**src/rtl/evict_ds_serializer_if.sv**
```systemverilog
// Eviction data serializer: shared types and the chunk-in / beat-out interface.
// The interface carries the EVDB-side chunk channel and the downstream beat channel.
package evict_ds_pkg;
  localparam int CHUNK_W  = 1024;
  localparam int BUS_W    = 128;
  localparam int BEATS    = CHUNK_W / BUS_W;
  localparam int TAG_W    = 20;
  localparam int INDEX_W  = 8;
  localparam int OFFSET_W = 9;
  localparam int ROB_W    = 6;
  localparam int DB_W     = 4;
  localparam int TXNID_W  = 8;
  localparam int SB_W     = 8;

  typedef struct packed {
    logic [TAG_W-1:0]    tag;
    logic [INDEX_W-1:0]  index;
    logic [OFFSET_W-1:0] offset;
    logic [ROB_W-1:0]    rob_entry_id;
    logic [DB_W-1:0]     db_entry_id;
    logic [TXNID_W-1:0]  txnid;
    logic [SB_W-1:0]     sideband;
    logic                last;
  } arb_out_req_t;

  typedef struct packed {
    logic [CHUNK_W-1:0] data;
    arb_out_req_t       evict_req_pld;
  } ram_to_evdb_pld_t;

  typedef struct packed {
    logic [TAG_W-1:0]    tag;
    logic [INDEX_W-1:0]  index;
    logic [OFFSET_W-1:0] offset;
  } evict_addr_t;

  typedef struct packed {
    logic [BUS_W-1:0]   data;
    evict_addr_t        addr;
    logic               last;
    logic [ROB_W-1:0]   rob_entry_id;
    logic [DB_W-1:0]    db_entry_id;
    logic [TXNID_W-1:0] txnid;
    logic [SB_W-1:0]    sideband;
  } evict_to_ds_pld_t;
endpackage

interface evict_ds_serializer_if;
  import evict_ds_pkg::*;

  logic             in_vld;
  logic             in_rdy;
  ram_to_evdb_pld_t in_pld;
  logic             out_vld;
  logic             out_rdy;
  evict_to_ds_pld_t out_pld;

  modport master (
    output in_vld, in_pld, out_rdy,
    input  in_rdy, out_vld, out_pld
  );

  modport slave (
    input  in_vld, in_pld, out_rdy,
    output in_rdy, out_vld, out_pld
  );
endinterface

```
**src/rtl/evict_ds_serializer.sv**
```systemverilog
// Eviction data serializer: 2-entry chunk FIFO draining 1024-bit chunks
// as 128-bit beats with per-beat address and eviction-final last flag.
module evict_ds_serializer
  import evict_ds_pkg::*;
#(
  parameter int FIFO_DEPTH = 2
) (
  input  logic                     clk,
  input  logic                     rst,
  evict_ds_serializer_if.slave     bus,
  output logic                     busy,
  output logic [$clog2(BEATS)-1:0] beat_idx
);

  localparam int PTR_W   = (FIFO_DEPTH > 1) ? $clog2(FIFO_DEPTH) : 1;
  localparam int CNT_W   = $clog2(FIFO_DEPTH + 1);
  localparam int BIDX_W  = $clog2(BEATS);
  localparam int BYTE_SH = $clog2(BUS_W / 8);

  ram_to_evdb_pld_t   mem [FIFO_DEPTH];
  ram_to_evdb_pld_t   head;
  arb_out_req_t       req;
  evict_to_ds_pld_t   beat;
  logic [PTR_W-1:0]   wr_ptr;
  logic [PTR_W-1:0]   rd_ptr;
  logic [CNT_W-1:0]   count;
  logic [BIDX_W-1:0]  beat_q;
  logic               push;
  logic               pop;
  logic               beat_hs;
  logic               last_beat;

  function automatic logic [PTR_W-1:0] ptr_inc(
    input logic [PTR_W-1:0] p
  );
    if (p == PTR_W'(FIFO_DEPTH - 1)) return '0;
    return p + PTR_W'(1);
  endfunction

  // No full-bypass: in_rdy depends only on the stored count.
  assign bus.in_rdy  = count < CNT_W'(FIFO_DEPTH);
  assign bus.out_vld = count != '0;
  assign busy        = bus.out_vld;
  assign beat_idx    = beat_q;

  assign push      = bus.in_vld && bus.in_rdy;
  assign beat_hs   = bus.out_vld && bus.out_rdy;
  assign last_beat = beat_q == BIDX_W'(BEATS - 1);
  assign pop       = beat_hs && last_beat;

  assign head = mem[rd_ptr];
  assign req  = head.evict_req_pld;

  // Chunk storage; contents are don't-care until pushed.
  always_ff @(posedge clk) begin
    if (push) mem[wr_ptr] <= bus.in_pld;
  end

  // Pointers, occupancy and beat position.
  always_ff @(posedge clk) begin
    if (rst) begin
      wr_ptr <= '0;
      rd_ptr <= '0;
      count  <= '0;
      beat_q <= '0;
    end else begin
      if (push) wr_ptr <= ptr_inc(wr_ptr);
      if (pop)  rd_ptr <= ptr_inc(rd_ptr);
      if (beat_hs) beat_q <= last_beat ? '0 : beat_q + BIDX_W'(1);
      unique case ({push, pop})
        2'b10:   count <= count + CNT_W'(1);
        2'b01:   count <= count - CNT_W'(1);
        default: count <= count;
      endcase
    end
  end

  // Beat slice and address for the head chunk; offset wraps in 512 B.
  always_comb begin
    beat              = '0;
    beat.data         = head.data[beat_q*BUS_W +: BUS_W];
    beat.addr.tag     = req.tag;
    beat.addr.index   = req.index;
    beat.addr.offset  = req.offset
                      + OFFSET_W'({beat_q, {BYTE_SH{1'b0}}});
    beat.last         = req.last && last_beat;
    beat.rob_entry_id = req.rob_entry_id;
    beat.db_entry_id  = req.db_entry_id;
    beat.txnid        = req.txnid;
    beat.sideband     = req.sideband;
  end

  assign bus.out_pld = beat;

endmodule

```
**src/flat_wrapper.sv**
```systemverilog
// flat-port wrapper written by rule: the top's interface ports become plain ports
module evict_ds_serializer_flat import evict_ds_pkg::*;
#(
  parameter int FIFO_DEPTH = 2
)
  (clk, rst, busy, beat_idx, bus_in_vld, bus_in_pld, bus_out_rdy, bus_in_rdy, bus_out_vld, bus_out_pld);
  evict_ds_serializer_if bus_i ();
  input  logic clk;
  input  logic rst;
  output logic busy;
  output logic [$clog2(BEATS)-1:0] beat_idx;
  input wire logic [$bits(bus_i.in_vld)-1:0] bus_in_vld;
  input wire logic [$bits(bus_i.in_pld)-1:0] bus_in_pld;
  input wire logic [$bits(bus_i.out_rdy)-1:0] bus_out_rdy;
  output wire logic [$bits(bus_i.in_rdy)-1:0] bus_in_rdy;
  output wire logic [$bits(bus_i.out_vld)-1:0] bus_out_vld;
  output wire logic [$bits(bus_i.out_pld)-1:0] bus_out_pld;
  assign bus_i.in_vld = bus_in_vld;
  assign bus_i.in_pld = bus_in_pld;
  assign bus_i.out_rdy = bus_out_rdy;
  assign bus_in_rdy = bus_i.in_rdy;
  assign bus_out_vld = bus_i.out_vld;
  assign bus_out_pld = bus_i.out_pld;
  evict_ds_serializer #(.FIFO_DEPTH(FIFO_DEPTH)) u_core (.clk(clk), .rst(rst), .bus(bus_i), .busy(busy), .beat_idx(beat_idx));
endmodule
```
**config.mk**
```make
export PLATFORM = sky130hd
export DESIGN_NAME = evict_ds_serializer_flat
export DESIGN_NICKNAME = d
export VERILOG_FILES = /design/src/rtl/evict_ds_serializer_if.sv /design/src/rtl/evict_ds_serializer.sv /design/src/flat_wrapper.sv
export SDC_FILE = /design/constraint.sdc
export NUM_CORES = 2
export LEC_CHECK = 0
export CAP_MARGIN = 20
export CORE_AREA = 3 3 495 497
export CTS_CLUSTER_SIZE = 12
export DETAILED_ROUTE_END_ITERATION = 10
export DIE_AREA = 0 0 498 500
export PLACE_DENSITY = 0.6
export SLEW_MARGIN = 20
export SYNTH_ARGS = -nofsm -noshare
export SYNTH_HDL_FRONTEND = slang
export SYNTH_SLANG_ARGS = --single-unit
```
**constraint.sdc**
```tcl
create_clock -name clk -period 118.6 [get_ports clk]
set_input_delay 17.79 -clock clk [delete_from_list [all_inputs] [get_ports clk]]
set_output_delay 17.79 -clock clk [all_outputs]
set_load 0.02 [all_outputs]
```
# [After elaboration in Yosys (flattened, before gate mapping)]
# Memory sizes are Yosys's and may differ from the RTL's. A register that Yosys moved wholly into a read port is not among the register bits.
# Cells that the tools add are included.
[word_totals] register_bits=7 mem_bits_rw=2176 in_bits=1092 output_inout_bits=198 elab_cells=38 memories=1
[op_classes] n_addsub=6 n_lt_le_gt_ge=1 eq_ne=3 shifts=1 n_mux=16 n_reduce_logical=6
[memory_table] name="u_core.mem" words=2 word_bits=1088 read_ports=1 rd_ports_with_merged_regs=1 wr=1 line_no="evict_ds_serializer.sv:20" rtl="ram_to_evdb_pld_t mem [FIFO_DEPTH];"
[op_table] op="$shiftx 1024x11->128" count=1
[op_table] op="$mux 1" count=14
[op_table] op="$add 9x7->9" count=1
[op_table] op="$logic_and 1x1->1" count=4
[op_table] op="$pmux 2 s2" count=1
[op_table] op="$reduce_bool 2->1" count=2
[op_table] op="$add 3x1->3 const B" count=1
[op_table] op="$eq 3x3->1 const B" count=1
[op_table] op="$mux 3" count=1
[op_table] op="$add 1x1->1 const B" count=2
[op_table] op="$add 2x1->2 const B" count=1
[op_table] op="$eq 2x1->1 const B" count=1
[op_table] op="$eq 2x2->1 const B" count=1
[op_table] op="$lt 2x2->1 const B" count=1
[op_table] op="$sub 2x1->2 const B" count=1

# [Longest topological paths before layout]
[depth] word_depth=8 depth_mapped=12 ltp_nobuf=8

# [Least setup slack after synthesis]
# OpenSTA, ideal clock, no wires.
[synth_timing] kind="input -> register" startpoint="input port bus_in_vld" endpoint="memory u_core.mem[0][0] in the netlist's numbering (enable)" setup_time_ns=2.575 t_arrival_ns=62.845 t_required_ns=116.025 setup_slack_ns=53.180 cell_stages=2 n_path_buf=0 cell_sequence="nand2_1 nor2_1"
[synth_between] elab_chain_cells=3
[synth_lines] element="from (decl)" line_no="flat_wrapper.sv:12" rtl="input wire logic [$bits(bus_i.in_vld)-1:0] bus_in_vld;"
[synth_lines] element="$logic_and 1x1->1" line_no="evict_ds_serializer.sv:46" rtl="assign push = bus.in_vld && bus.in_rdy;"
[synth_lines] element="$mux 1" line_no="evict_ds_serializer.sv:56" rtl="if (push) mem[wr_ptr] <= bus.in_pld;"
[synth_lines] element="$mux 1 (not written as such)" line_no="evict_ds_serializer.sv:56"
[synth_lines] element="to (decl)" line_no="evict_ds_serializer.sv:20"
# Every way passes these cells.

==> flow_summary.yaml <==
min_path:
  holdPathStages: 2
  worstHoldPathType: "flip-flop to flip-flop"
  whs_endpoint: "u_core.count[1]"
  hold_start: "u_core.count[1]"
synthesis:
  synthCells: 3524
  async_flop_share: 0
  synth_area_per_cell_um2: 23.27
  synth-main-ff-cell: "edfxtp_1"
  synth-edff-count: 2176
  syn-cell-area_um2: 82020
  synthesis.nets: 4623
  yosys-top-cells-area: "edfxtp_1, mux4_2, a22oi_1"
  synth_cell_types: 34
  ys_seq_elements: 2184
  seq_area_frac_synth: 0.7987
  yosys.area.top_type_share: 0.7967
  yosys_warnings: 0
  yosysTopAreaCell: "edfxtp_1"
setup_path:
  end_kind: "output port"
  cpPeakStageDelay_ps: 860
  cp_max_fo: 45
  path_buf_inv: 4
  cp_top_family: "buffers and inverters"
  crit_slowest_cell: "dfxtp_4"
  r2r_setup_slack_ps: 112420
  timing.rr.start: "u_core.count[1]"
  arrival_ps: 6040
  crit_type: "flip-flop to output port"
  ff2ff_path_depth: 9
  crit_path_frequent_cell: "buf_4"
  required_ps: 100810
  crit_chain: "buf_4 > buf_4 > buf_4 > mux4_2 > a22oi_1 > nand2_1 > clkdlybuf4s50_1"
  start_kind: "flip-flop"
  reg2reg_to: "u_core.mem[0][1040]"
placement:
  hpwl_mm: 175.2
  globalplace.congestion: 0.8192
  place_area_um2: 98420
  dp_slack_ps: 94550
  port_buffers: 1289
power:
  p_leak_nw: 32.95
  finalPower_mw: 1.758
  powerDensity_nw_per_um2: 16.72
  ir_drop_mv: 0.01424
clocking:
  cts_resized: 0
  root_buffer: "clkbuf_16"
  numCtsBuffers: 223
  ctsHoldBuffers: 0
  clock_sinks: 2184
  cts.path.max_buffers: 3
  htreeDepth: 4
  postCtsSetupBuffers: 0
  cts_tree: "built"
  clk_pin_slew_worst_paths_ps: 60
  clock_latency_ps: 870
layout:
  nNetsFinal: 6015
  fillers: 20600
  stdcell_area_um2: 105200
  regArea_um2: 65520
  areaGrowthSynthToFinish_pct: 28.24
  fin_util: 0.4369
  multi_input_area_um2: 15410
  drive_gt1_frac: 0.1721
floorplanning:
  die-area_um2: 249000
  core-area_um2: 240800
  fp-row-count: 180
  die_y_um: 500
  start_util: 0.3407
  die_w_um: 498
  ios: 1290
sta:
  maxSlewViolCount: 0
  setup_viol: 0
  fin_crit_ps: 23830
  rsz0062_at_grt: "false"
  clock_skew_ps: 43.75
  fin_crit_sh: 0.2009
  tightest_slew_ps: 1102
  relSlewSlack: 0.2655
  setup_tns_ps: 0
  final_hold_viol_count: 0
  fin_ws_ps: 94770
  fmax_mhz: 41.97
global_routing:
  grt_start_max_net_pins: 152
  grt_pass1_wl_mm: 344.1
  antenna_found_initial: 187
  gr-total-overflow: 0
  grt_util_all_layers: 0.1959
  first_global_vias: 44110
routing:
  drt.antenna.violating_nets: 0
  detail_route.iter0.violations: 3758
  drc_errors: 0
  first_pass_iters: 7
  wl_mm: 249.7
  vias: 42160
  viasPerCell: 5.074
  drt-wirelength-per-cell_um: 30.05
job:
  drv_cap: 0
status:
  status: "complete, no violations"
[cell families after synthesis]
family | share of synthesized area
flip-flops | 0.7987
multiplexers | 0.1489
AO/OA/AOI/OAI | 0.02671
buffers and inverters | 0.01437
AND/OR/NAND/NOR | 0.009474
XOR/XNOR | 0.0007475
adder cells (fa/ha/maj) | 0.001159
[layout by cell type, fill, tap and decap left out, types with 2 or more instances in the layout]
master and instances:
clkinv_8 3, inv_6 4, a211oi_1 13, mux2_2 61, bufinv_16 3, nand2_1 117, clkbuf_8 3, clkbuf_1 68
mux4_2 457, xor2_1 3, mux2i_1 123, inv_16 2, nor2_4 5, dfxtp_4 4, nor2b_1 14, xnor2_1 4
diode_2 49, clkinv_4 3, clkinv_1 46, edfxtp_1 2176, buf_12 6, o22ai_1 21, a22oi_1 239, a21oi_1 29
buf_4 62, dfxtp_1 4, ha_1 6, clkdlybuf4s50_1 1289, nor2b_4 4, o21ai_1 2, inv_1 6, clkinv_2 16
clkinv_16 6, nor2_1 17, nand3_1 17, clkinvlp_4 3, clkbuf_16 225
[synth_stat cells (29+ instances only)]
cell type,instances
clkbuf_1,71
a21oi_1,29
nand2_1,117
buf_6,38
buf_2,31
mux2i_1,123
mux4_2,457
buf_4,31
edfxtp_1,2176
mux2_2,61
a22oi_1,239
[worst min-delay path, cell delays in order, from the launching register on]
cell	delay (ps)
dfxtp_1	330
o21ai_0	90
a21oi_1	70
[cell type report]
type,instances,area share
Clock buffer,296,0.05635
Tap cell,3185,0.03789
Clock inverter,87,0.006721
Antenna cell,49,0.001166
Multi-Input combinational cell,1144,0.1465
Sequential cell,2184,0.6229
Timing Repair Buffer,1357,0.1282
Inverter,6,0.0002141
[power breakdown]
group	internal, mW	switching [mW]
logic	0.0827	0.0958
clock network	0.356	0.292
registers	0.919	0.0128
total	1.36	0.400
[sequential cells by signal (all words and copies together), names as in the netlist, named ones only]
name	count
u_core.wr_ptr	1
u_core.mem	2176
u_core.rd_ptr	1
u_core.count	2
u_core.beat_idx	3
[through the flow]
stage	hold WS (ps)	instances
3_5_place_dp	529.8	7876
5_1_grt	566.3	8285
4_1_cts	538.3	8259
2_1_floorplan	479.3	3524
3_3_place_gp	499.1	7876
6_report	537.3	8308
[per-layer routing]
layer | track usage | vias to the layer above | wire length, um
met1 | 0.2302 | 21880 | 92400
li1 | - | 17880 | -
met2 | 0.3324 | 1690 | 126400
met4 | 0.05584 | 182 | 5744
met3 | 0.07754 | 534 | 23910
met5 | 0 | - | 1202
[worst max-delay path by stage]
stage                     cells past startpoint                   to  slack, ps
after global placement                        9  u_core.mem[0][1027]      94540
after floorplan                               2     u_core.mem[0][0]      53180
after CTS                                     7     bus_out_pld[187]      94440
final                                         7     bus_out_pld[187]      94770
after detailed placement                      9  u_core.mem[0][1027]      94550
after global routing                          7     bus_out_pld[187]      94150
Note: power is estimated with default switching activity, not from simulation.
